[src/rtl/regfile_pkg.sv]
// Shared defaults for the register file and the link-register index that
// decode drives onto wr1_addr for call instructions.
package regfile_pkg;

    localparam int unsigned DATA_W_DEF   = 32;
    localparam int unsigned ADDR_W_DEF   = 4;
    localparam int unsigned RD_PORTS_DEF = 2;

    // Link register is the top register of the file.
    function automatic int unsigned link_reg_idx(input int unsigned addr_w);
        return (32'd1 << addr_w) - 32'd1;
    endfunction

    localparam int unsigned LINK_REG = link_reg_idx(ADDR_W_DEF);

endpackage

[src/rtl/regfile_sb_rf_read_port.sv]
// One registered read port: write-bypass mux, clear/load output register,
// and capture of the post-update busy bit of the addressed register.
module rf_read_port
    import regfile_pkg::*;
#(
    parameter int unsigned DATA_W = DATA_W_DEF,
    parameter int unsigned ADDR_W = ADDR_W_DEF
) (
    input  logic              clk,
    input  logic              rst,
    input  logic              ld,
    input  logic              clr,
    input  logic [ADDR_W-1:0] addr,
    input  logic [DATA_W-1:0] stored,
    input  logic              busy_next,
    input  logic              we0,
    input  logic [ADDR_W-1:0] wr0_addr,
    input  logic [DATA_W-1:0] wr0_data,
    input  logic              we1,
    input  logic [ADDR_W-1:0] wr1_addr,
    input  logic [DATA_W-1:0] wr1_data,
    output logic [DATA_W-1:0] data,
    output logic              busy
);

    logic [DATA_W-1:0] fwd;

    // Bypass in the same priority order as the storage write (wr1 over wr0).
    always_comb begin
        fwd = stored;
        if (we1 && (wr1_addr == addr)) begin
            fwd = wr1_data;
        end else if (we0 && (wr0_addr == addr)) begin
            fwd = wr0_data;
        end
    end

    // Output register: reset and clear dominate load; otherwise hold.
    always_ff @(posedge clk) begin
        if (rst || clr) begin
            data <= '0;
            busy <= 1'b0;
        end else if (ld) begin
            data <= fwd;
            busy <= busy_next;
        end
    end

endmodule

[src/rtl/regfile_sb.sv]
// Multi-read-port register file with registered reads, same-cycle write
// bypass, two write ports (wr1 = link port, wins on address clash) and a
// per-register pending-write scoreboard driving the hazard stall.
module regfile_sb
    import regfile_pkg::*;
#(
    parameter int unsigned DATA_W   = DATA_W_DEF,
    parameter int unsigned ADDR_W   = ADDR_W_DEF,
    parameter int unsigned RD_PORTS = RD_PORTS_DEF,
    parameter int unsigned ZERO_REG = 0
) (
    input  logic                       clk,
    input  logic                       rst,
    input  logic                       rd_ld,
    input  logic                       rd_clr,
    input  logic [RD_PORTS*ADDR_W-1:0] rd_addr,
    output logic [RD_PORTS*DATA_W-1:0] rd_data,
    output logic [RD_PORTS-1:0]        rd_busy,
    output logic                       stall,
    input  logic                       wr0_en,
    input  logic [ADDR_W-1:0]          wr0_addr,
    input  logic [DATA_W-1:0]          wr0_data,
    input  logic                       wr1_en,
    input  logic [ADDR_W-1:0]          wr1_addr,
    input  logic [DATA_W-1:0]          wr1_data,
    input  logic                       iss_en,
    input  logic [ADDR_W-1:0]          iss_addr
);

    localparam int unsigned DEPTH = 2 ** ADDR_W;

    logic [DATA_W-1:0] regs [DEPTH];
    logic [DEPTH-1:0]  busy;
    logic [DEPTH-1:0]  busy_clr;
    logic [DEPTH-1:0]  busy_next;
    logic              we0;
    logic              we1;
    logic              ise;

    // Register 0 gating: with ZERO_REG set, writes and issues to r0 are
    // dropped here, so r0 storage stays at its reset zero and never goes busy;
    // the read ports then need no special case, bypass included.
    always_comb begin
        we0 = wr0_en && !((ZERO_REG != 0) && (wr0_addr == '0));
        we1 = wr1_en && !((ZERO_REG != 0) && (wr1_addr == '0));
        ise = iss_en && !((ZERO_REG != 0) && (iss_addr == '0));
    end

    // Storage write; wr1 is assigned last so it wins an address clash.
    always_ff @(posedge clk) begin
        if (rst) begin
            for (int unsigned i = 0; i < DEPTH; i++) begin
                regs[i] <= '0;
            end
        end else begin
            if (we0) regs[wr0_addr] <= wr0_data;
            if (we1) regs[wr1_addr] <= wr1_data;
        end
    end

    // Scoreboard update: writebacks clear first, then a new issue sets.
    always_comb begin
        busy_clr = busy;
        for (int unsigned i = 0; i < DEPTH; i++) begin
            if ((we0 && (wr0_addr == ADDR_W'(i))) || (we1 && (wr1_addr == ADDR_W'(i)))) begin
                busy_clr[i] = 1'b0;
            end
        end
        busy_next = busy_clr;
        if (ise) begin
            busy_next[iss_addr] = 1'b1;
        end
    end

    // Busy vector register.
    always_ff @(posedge clk) begin
        if (rst) begin
            busy <= '0;
        end else begin
            busy <= busy_next;
        end
    end

    // Stall sees in-flight writebacks but not a same-cycle issue.
    always_comb begin
        stall = 1'b0;
        for (int unsigned p = 0; p < RD_PORTS; p++) begin
            stall = stall | busy_clr[rd_addr[p*ADDR_W +: ADDR_W]];
        end
    end

    for (genvar p = 0; p < RD_PORTS; p++) begin : g_rd
        logic [ADDR_W-1:0] addr;
        assign addr = rd_addr[p*ADDR_W +: ADDR_W];

        rf_read_port #(
            .DATA_W (DATA_W),
            .ADDR_W (ADDR_W)
        ) u_port (
            .clk       (clk),
            .rst       (rst),
            .ld        (rd_ld),
            .clr       (rd_clr),
            .addr      (addr),
            .stored    (regs[addr]),
            .busy_next (busy_next[addr]),
            .we0       (we0),
            .wr0_addr  (wr0_addr),
            .wr0_data  (wr0_data),
            .we1       (we1),
            .wr1_addr  (wr1_addr),
            .wr1_data  (wr1_data),
            .data      (rd_data[p*DATA_W +: DATA_W]),
            .busy      (rd_busy[p])
        );
    end

endmodule

[config.mk]
export PLATFORM = sky130hd
export DESIGN_NAME = regfile_sb
export DESIGN_NICKNAME = d
export VERILOG_FILES = /design/src/rtl/regfile_pkg.sv /design/src/rtl/regfile_sb_rf_read_port.sv /design/src/rtl/regfile_sb.sv
export SDC_FILE = /design/constraint.sdc
export NUM_CORES = 1
export LEC_CHECK = 0
export CAP_MARGIN = 20
export CELL_PAD_IN_SITES_DETAIL_PLACEMENT = 1
export CELL_PAD_IN_SITES_GLOBAL_PLACEMENT = 2
export CORE_MARGIN = 3
export CORE_UTILIZATION = 40
export CTS_CLUSTER_DIAMETER = 30
export DETAILED_ROUTE_END_ITERATION = 7
export PLACE_DENSITY_LB_ADDON = 0.08
export SKIP_LAST_GASP = 1
export SLEW_MARGIN = 40
export SYNTH_ARGS = -nofsm -noshare
export SYNTH_HDL_FRONTEND = slang
export SYNTH_SLANG_ARGS = --single-unit
export TNS_END_PERCENT = 5
[constraint.sdc]
create_clock -name clk -period 6.5 [get_ports clk]
set_clock_uncertainty 0.1 [all_clocks]
set_input_delay 1.3 -clock clk [delete_from_list [all_inputs] [get_ports clk]]
set_output_delay 1.3 -clock clk [all_outputs]
set_load 0.02 [all_outputs]
# --- Yosys cells after proc, flatten, opt, wreduce, memory -nomap -nowiden ---
# Memory sizes are Yosys's and may differ from the RTL's. A register that Yosys moved wholly into a read port is not among the register bits.
# Index checks and enable logic that the tools add are counted.
# W data, S select, Z words.
totals:
  out_inout_bits: 67
  n_memories: 1
  in_bits: 91
  ramBits: 512
  elab_cells: 135
  reg_bits: 18
op_classes:
  n_mux: 41
  n_reduce_logical: 54
  n_bitwise: 2
  n_eq_ne: 30
  order_cmp: 4
memory_table:
  columns: ["memory", "depth", "word_bits", "rd", "rd_ports_with_merged_regs", "wr", "line", "text"]
  rows:
  - ["regs", 16, 32, 2, 2, 16, "regfile_sb.sv:32", "logic [DATA_W-1:0] regs [DEPTH];"]
op_table:
  columns: ["op", "count"]
  rows:
  - ["$eq A4 B4 Y1 const B", 16]
  - ["$mux W32", 2]
  - ["$reduce_or A32 Y1", 2]
  - ["$logic_and A1 B1 Y1", 33]
  - ["$eq A4 B3 Y1 const B", 8]
  - ["$mux W1", 31]
  - ["$logic_or A1 B1 Y1", 17]
  - ["$bmux W1 S4", 4]
  - ["$eq A4 B2 Y1 const B", 4]
  - ["$mux W16", 1]
  - ["$or A16 B16 Y16", 1]
  - ["$lt A4 B5 Y1 const B", 3]
  - ["$eq A4 B1 Y1 const B", 2]
  - ["$logic_not A4 Y1", 2]
  - ["$mux W4", 2]
  - ["$demux W1 S4", 1]
  - ["$ge A4 B1 Y1 const B", 1]
  - ["$or A1 B1 Y1", 1]

# --- Longest topological paths before layout ---
logic_depth:
  depth_word: 8
  ltp_mapped: 10
  ltp_nobuf: 6

# --- Cells and area by module ---
# From an unflattened synthesis, not the netlist that was laid out.
hier_totals:
  hier_cells: 2306
  area_unflattened_um2: 34091.4
by_module_without_submodules:
  columns: ["mod", "area_each_um2", "n_inst", "cells_each"]
  rows:
  - ["regfile_sb", 30182.7, 1, 1916]
  - ["rf_read_port", 1954.4, 2, 195]

# --- Least setup slack after synthesis ---
# OpenSTA, ideal clock, no wires.
synth_timing:
  path_kind: "input -> output"
  from: "in rd_addr[1]"
  to: "out stall"
  cell_stages: 5
  path_slack_ns: 2.167
  t_arrival_ns: 2.933
  path_cell_list: "buf_2 > buf_2 > clkbuf_1 > mux4_2 > o2111ai_1"
synth_between:
  elab_chain_cells: 3
synth_lines:
  columns: ["element", "line", "text"]
  rows:
  - ["from (decl)", "regfile_sb.sv:16", "input logic [RD_PORTS*ADDR_W-1:0] rd_addr,"]
  - ["$bmux W1 S4", "regfile_sb.sv:88", "stall = stall | busy_clr[rd_addr[p*ADDR_W +: ADDR_W]];"]
  - ["$mux W1 (implied by the code)", "regfile_sb.sv:88", null]
  - ["$or A1 B1 Y1", "regfile_sb.sv:88", null]
  - ["to (decl)", "regfile_sb.sv:19", "output logic stall,"]
# No other way between the ends. The select of a mux whose other input is x is not followed.

# --- Worst setup path after layout ---
layout_timing:
  from: "in wr1_addr[1]"
  to: "out stall"
layout_between:
  elab_chain_cells: 7
layout_lines:
  columns: ["element", "line", "text"]
  rows:
  - ["from (decl)", "regfile_sb.sv:24", "input logic [ADDR_W-1:0] wr1_addr,"]
  - ["$eq A4 B1 Y1, or another cell as far along", "regfile_sb.sv:65", "if ((we0 && (wr0_addr == ADDR_W'(i))) || (we1 && (wr1_addr == ADDR_W'(i)))) begin"]
  - ["$logic_and A1 B1 Y1", "regfile_sb.sv:65", null]
  - ["$logic_or A1 B1 Y1", "regfile_sb.sv:65", null]
  - ["$mux W1", "regfile_sb.sv:65", null]
  - ["$bmux W1 S4", "regfile_sb.sv:88", null]
  - ["$mux W1 (implied by the code)", "regfile_sb.sv:88", null]
  - ["$or A1 B1 Y1 *", "regfile_sb.sv:88", null]
# Every way passes the cells marked *; elsewhere a longest branch is shown, timed or not. The select of a mux whose other input is x is not followed.

==> results by stage <==
Status:
- The run finished with clean final reports.

Critical path:
- The worst setup path is launched from an input pin.
- The setup check on the worst reg-to-reg path leaves a slack of 4.32 ns.
- The master of the slowest instance on the critical path is sky130_fd_sc_hd__nand2b_1.
- Counting cells, the worst reg-to-reg path comes to 6.
- The cell family contributing the most delay on the critical path is buffers and inverters.
- The critical path is of the input pin to primary output type.
- Walking the worst path, the cells encountered are clkdlybuf4s50_1, nand2b_1, o221ai_1, mux4_2, mux2i_1, mux2i_1, o2111ai_1, clkdlybuf4s50_1.
- The number of buffers and inverters on the critical path is 2.
- The startpoint identified for the worst register-to-register timing path is busy[10]$_SDFF_PP0_.
- The delay contributed by the slowest stage of the critical path is ~0.68 ns.
- The endpoint identified for the worst register-to-register timing path is g_rd[1].u_port.busy$_SDFFE_PP0P_.
- For the worst setup path, the data required time is roughly 5 ns.
- Data arrives at the worst endpoint at 4.67 ns.
- The critical path endpoint category is a primary output.
- The worst-path maximum fanout is 12.

Die:
- The floorplan step set the die height to ~300 µm.
- The site row count is 105.
- The core region is 0.0826 mm².
- From left edge to right edge, the die measures 296 µm.
- The die covers between 0.08 and 0.09 mm².
- For this configuration, the core starts out at a cell density of between 40% and 50%.
- During I/O placement, the number of pins put on the boundary was ~160.

Power:
- For this design the static power due to leakage is 0.0147 µW.
- The switching power share of the total is about a quarter.
- The proportion of power drawn by flip-flops and latches is between 30% and 40%.
- Summed over all nets, the switching power comes to approximately 3600 µW.
- The clock share of power is 58.5%.
- The internal power consumption is 10,800 µW.
- VDD sags by at most about 260 µV.
- The combinational fraction of design power is about a tenth.
- In this run the power density over the cells is between 300 and 400 mW/mm².

Drt:
- The first routing iteration left roughly 3,400 violations.
- The post-detailed-route DRC marker count is 0.
- The first detailed-routing pass took 5 iterations.
- The total via count in the routed design is around 26,000.
- Wires add up to between 100 and 150 mm.
- The final antenna-violating net count is 0.
- The routed length per placed instance is approximately 42 µm.
- In the routed layout, each cell is associated on average with a via count of around 7.3.

GRT:
- Entering global routing, the biggest net connects 66 pins.
- The total overflow left after global routing is 0.
- The number of global-route vias before repair was 26,400.
- The wire length of the first global-routing pass is around 200 mm.
- Across every metal layer, demand over resource in global routing totals 33.7%.
- The initial antenna violation count is 5.

STA:
- The time the final worst path needs with I/O delays and setup is 6.07 ns.
- The minimum hold slack is about 0.37 ns.
- Timing would allow up to 0.165 GHz.
- The number of endpoints with negative hold slack in the final report is 0.
- At the pin with the least slew margin, the transition time is 0.914 ns.
- In this run the tightest slew margin relative to its limit is 39.1%.
- The count of final setup violators is 0.
- Adding up every negative setup slack in the final design gives 0 ns.
- The total count of max-transition violations in the final report is 0.
- Of the available clock period, the critical path in the final layout requires roughly 93%.
- Setup repair after global routing left no endpoint under its margin.

Layout:
- The area growth from synthesis to final layout is 25.1%.
- At the end of the flow, the number of nets in the layout was between 2,000 and 2,500.
- For this run, the number of standard cells in the final layout without fillers is ~3,500.
- In the final layout, the share of cells above drive strength 1 is a little under a third.
- The footprint of the flip-flops and latches is ~0.017 mm².
- Summing all multi-input logic gate instances after layout gives approximately 0.015 mm².
- The filler cells instantiated in the layout total 7,670.

Clock network:
- Counting every sink on the clock net gives around 590.
- The count of instances resized after the clock tree is built is 0.
- At the later pin of the worst-skew pair, clock insertion delay measures ~0.75 ns.
- The TritonCTS clock tree is yes.
- CTS placed an instance of sky130_fd_sc_hd__clkbuf_16 at the clock tree root.
- The number of levels in the clock H-tree is 4.
- Clock tree synthesis inserted a total of ~170 buffers.
- In this run the post-CTS setup repair buffer count came out at 0.
- The hold-fix buffer count after cts is 0.
- The number of buffers on the longest clock path is 3.
- After clock tree synthesis, the clock-pin slew on the worst setup and hold paths is roughly 0.040 ns.

Synthesis:
- The number of register bits inferred by synthesis is 594.
- After synthesis, the netlist uses 47 different library cells.
- The synthesized design contains a little over 500 enable-type register cells.
- For this run, asynchronously set or reset flops after synthesis account for 0%.
- Of the total synthesized cell area, the portion taken by XOR and XNOR cells is less than 1%.
- For this run, the number of Yosys warnings is 0.
- The prevailing post-synth register cell is sky130_fd_sc_hd__edfxtp_1.
- The adder-cell share of the synthesized area is 0%.
- The main combinational cell family by area after synthesis is multiplexers.
- The average cell area after synthesis is 14.9 µm².
- The gate count of the mapped netlist is between 2,000 and 2,500.
- The area share of and/or/nand/nor cells after synthesis is under 10%.
- The mux contribution to synthesized area is a little under a quarter.
- The sequential fraction of the synthesis area is between 50% and 60%.
- The synthesized area is 0.0336 mm².
- Summing the areas of all compound-gate instances in the mapped netlist gives about 17% of the synthesized area.
- The synthesized net count is between 2,000 and 2,500.

Placement:
- The count of input and output buffers is approximately 160.
- The number of placed instances, taps included, is around 3,200.
- Once detailed placement completed, the half-perimeter wirelength came to roughly 80 mm.
- The weighted congestion at the end of routability-driven global placement is around 0.83.

Min path:
- The min-delay analysis places its worst path in the category flip-flop to flip-flop.
- The path with the worst hold slack has its endpoint at g_rd[0].u_port.data[24]$_SDFFE_PP0P_.
- The worst hold path begins at g_rd[0].u_port.data[24]$_SDFFE_PP0P_.
- The worst hold path passes through 2 cells.

Job:
- The number of maximum-capacitance constraint violations is 0.
[final cells by class]
type	instances	area share, %
diodes	2	0.0119
clock buffers	194	10.3
clock inverters	116	3.44
inverters	4	0.0357
multi-input cells	1300	36.4
flip-flops and latches	594	40.5
well taps	1070	3.18
repair buffers	251	6.16
[cells by family after synthesis]
family                 after synthesis
AO/OA/AOI/OAI                      709
XOR/XNOR                            16
buffers and inverters              368
flip-flops                         594
multiplexers                       395
AND/OR/NAND/NOR                    180
[cells in the mapped netlist, types with 43 or more instances]
cell type | number | area (µm²)
sky130_fd_sc_hd__dfxtp_1 | 82 | 1640
sky130_fd_sc_hd__a32oi_1 | 68 | 596
sky130_fd_sc_hd__clkbuf_1 | 220 | 826
sky130_fd_sc_hd__a22o_1 | 512 | 4480
sky130_fd_sc_hd__edfxtp_1 | 512 | 15400
sky130_fd_sc_hd__mux4_2 | 326 | 7340
sky130_fd_sc_hd__buf_2 | 74 | 370
sky130_fd_sc_hd__buf_1 | 43 | 161
sky130_fd_sc_hd__nor3_1 | 43 | 215
sky130_fd_sc_hd__nor2_1 | 44 | 165
sky130_fd_sc_hd__o21ai_1 | 63 | 315
sky130_fd_sc_hd__mux2i_1 | 69 | 691
[worst max-delay path by stage]
stage           startpoint  endpoint  slack, ns  cells past startpoint
6_report       wr1_addr[1]     stall       0.43                      8
5_1_grt        wr1_addr[1]     stall       0.29                      8
4_1_cts        wr1_addr[1]     stall       0.41                      8
3_5_place_dp   wr1_addr[1]     stall       0.43                      8
3_3_place_gp   wr1_addr[1]     stall       0.54                      8
2_1_floorplan   rd_addr[1]     stall       2.17                      5
[registers in the layout, indices dropped and copies added, names as in the netlist]
register / cells
busy: 16
g_rd.u_port.data: 64
regs: 512
g_rd.u_port.busy: 2
[through the flow]
stage	worst slack [ns]	utilization, %	area [µm²]	total power [µW]
2_1_floorplan	2.17	-	33600	5440
3_3_place_gp	0.537	43.4	35900	5940
3_5_place_dp	0.425	43.9	36300	6010
4_1_cts	0.411	50.9	42000	14400
5_1_grt	0.287	50.9	42100	14700
6_report	0.428	50.9	42100	14400
[cells in the final DEF, fill, tap and decap left out, types with 25 or more instances in the layout]
master                            instances
sky130_fd_sc_hd__buf_4                   68
sky130_fd_sc_hd__clkinv_2                36
sky130_fd_sc_hd__mux2i_1                 69
sky130_fd_sc_hd__nor2_1                  44
sky130_fd_sc_hd__clkdlybuf4s50_1        145
sky130_fd_sc_hd__clkbuf_16              166
sky130_fd_sc_hd__dfxtp_1                 82
sky130_fd_sc_hd__bufinv_16               25
sky130_fd_sc_hd__clkinv_1                26
sky130_fd_sc_hd__mux4_2                 326
sky130_fd_sc_hd__edfxtp_1               512
sky130_fd_sc_hd__a32oi_1                 68
sky130_fd_sc_hd__a22o_1                 512
sky130_fd_sc_hd__o21ai_1                 64
sky130_fd_sc_hd__nor3_2                  27
[worst min-delay path: stages, from the launching register on]
cell and delay (ns):
sky130_fd_sc_hd__dfxtp_1 0.32, sky130_fd_sc_hd__a32oi_1 0.05, sky130_fd_sc_hd__o21ai_1 0.06
[metal layers]
layer  up-vias  GRT usage, %  share of wire [%]
li1       9798             -                  -
met1     13700          45.2                 38
met2      1859          53.4                 47
met3       328          7.97                 11
met4         6          13.2                3.8
met5         -             0              0.030
[power by group through the flow]
stage | clock (µW) | combinational, µW | sequential [µW]
after global routing | 8700 | 1470 | 4570
after global placement | 0 | 1360 | 4580
after CTS | 8480 | 1410 | 4540
after floorplan | 0 | 861 | 4580
after detailed placement | 0 | 1410 | 4600
final | 8410 | 1420 | 4550
Note: power is estimated with default switching activity, not from simulation.
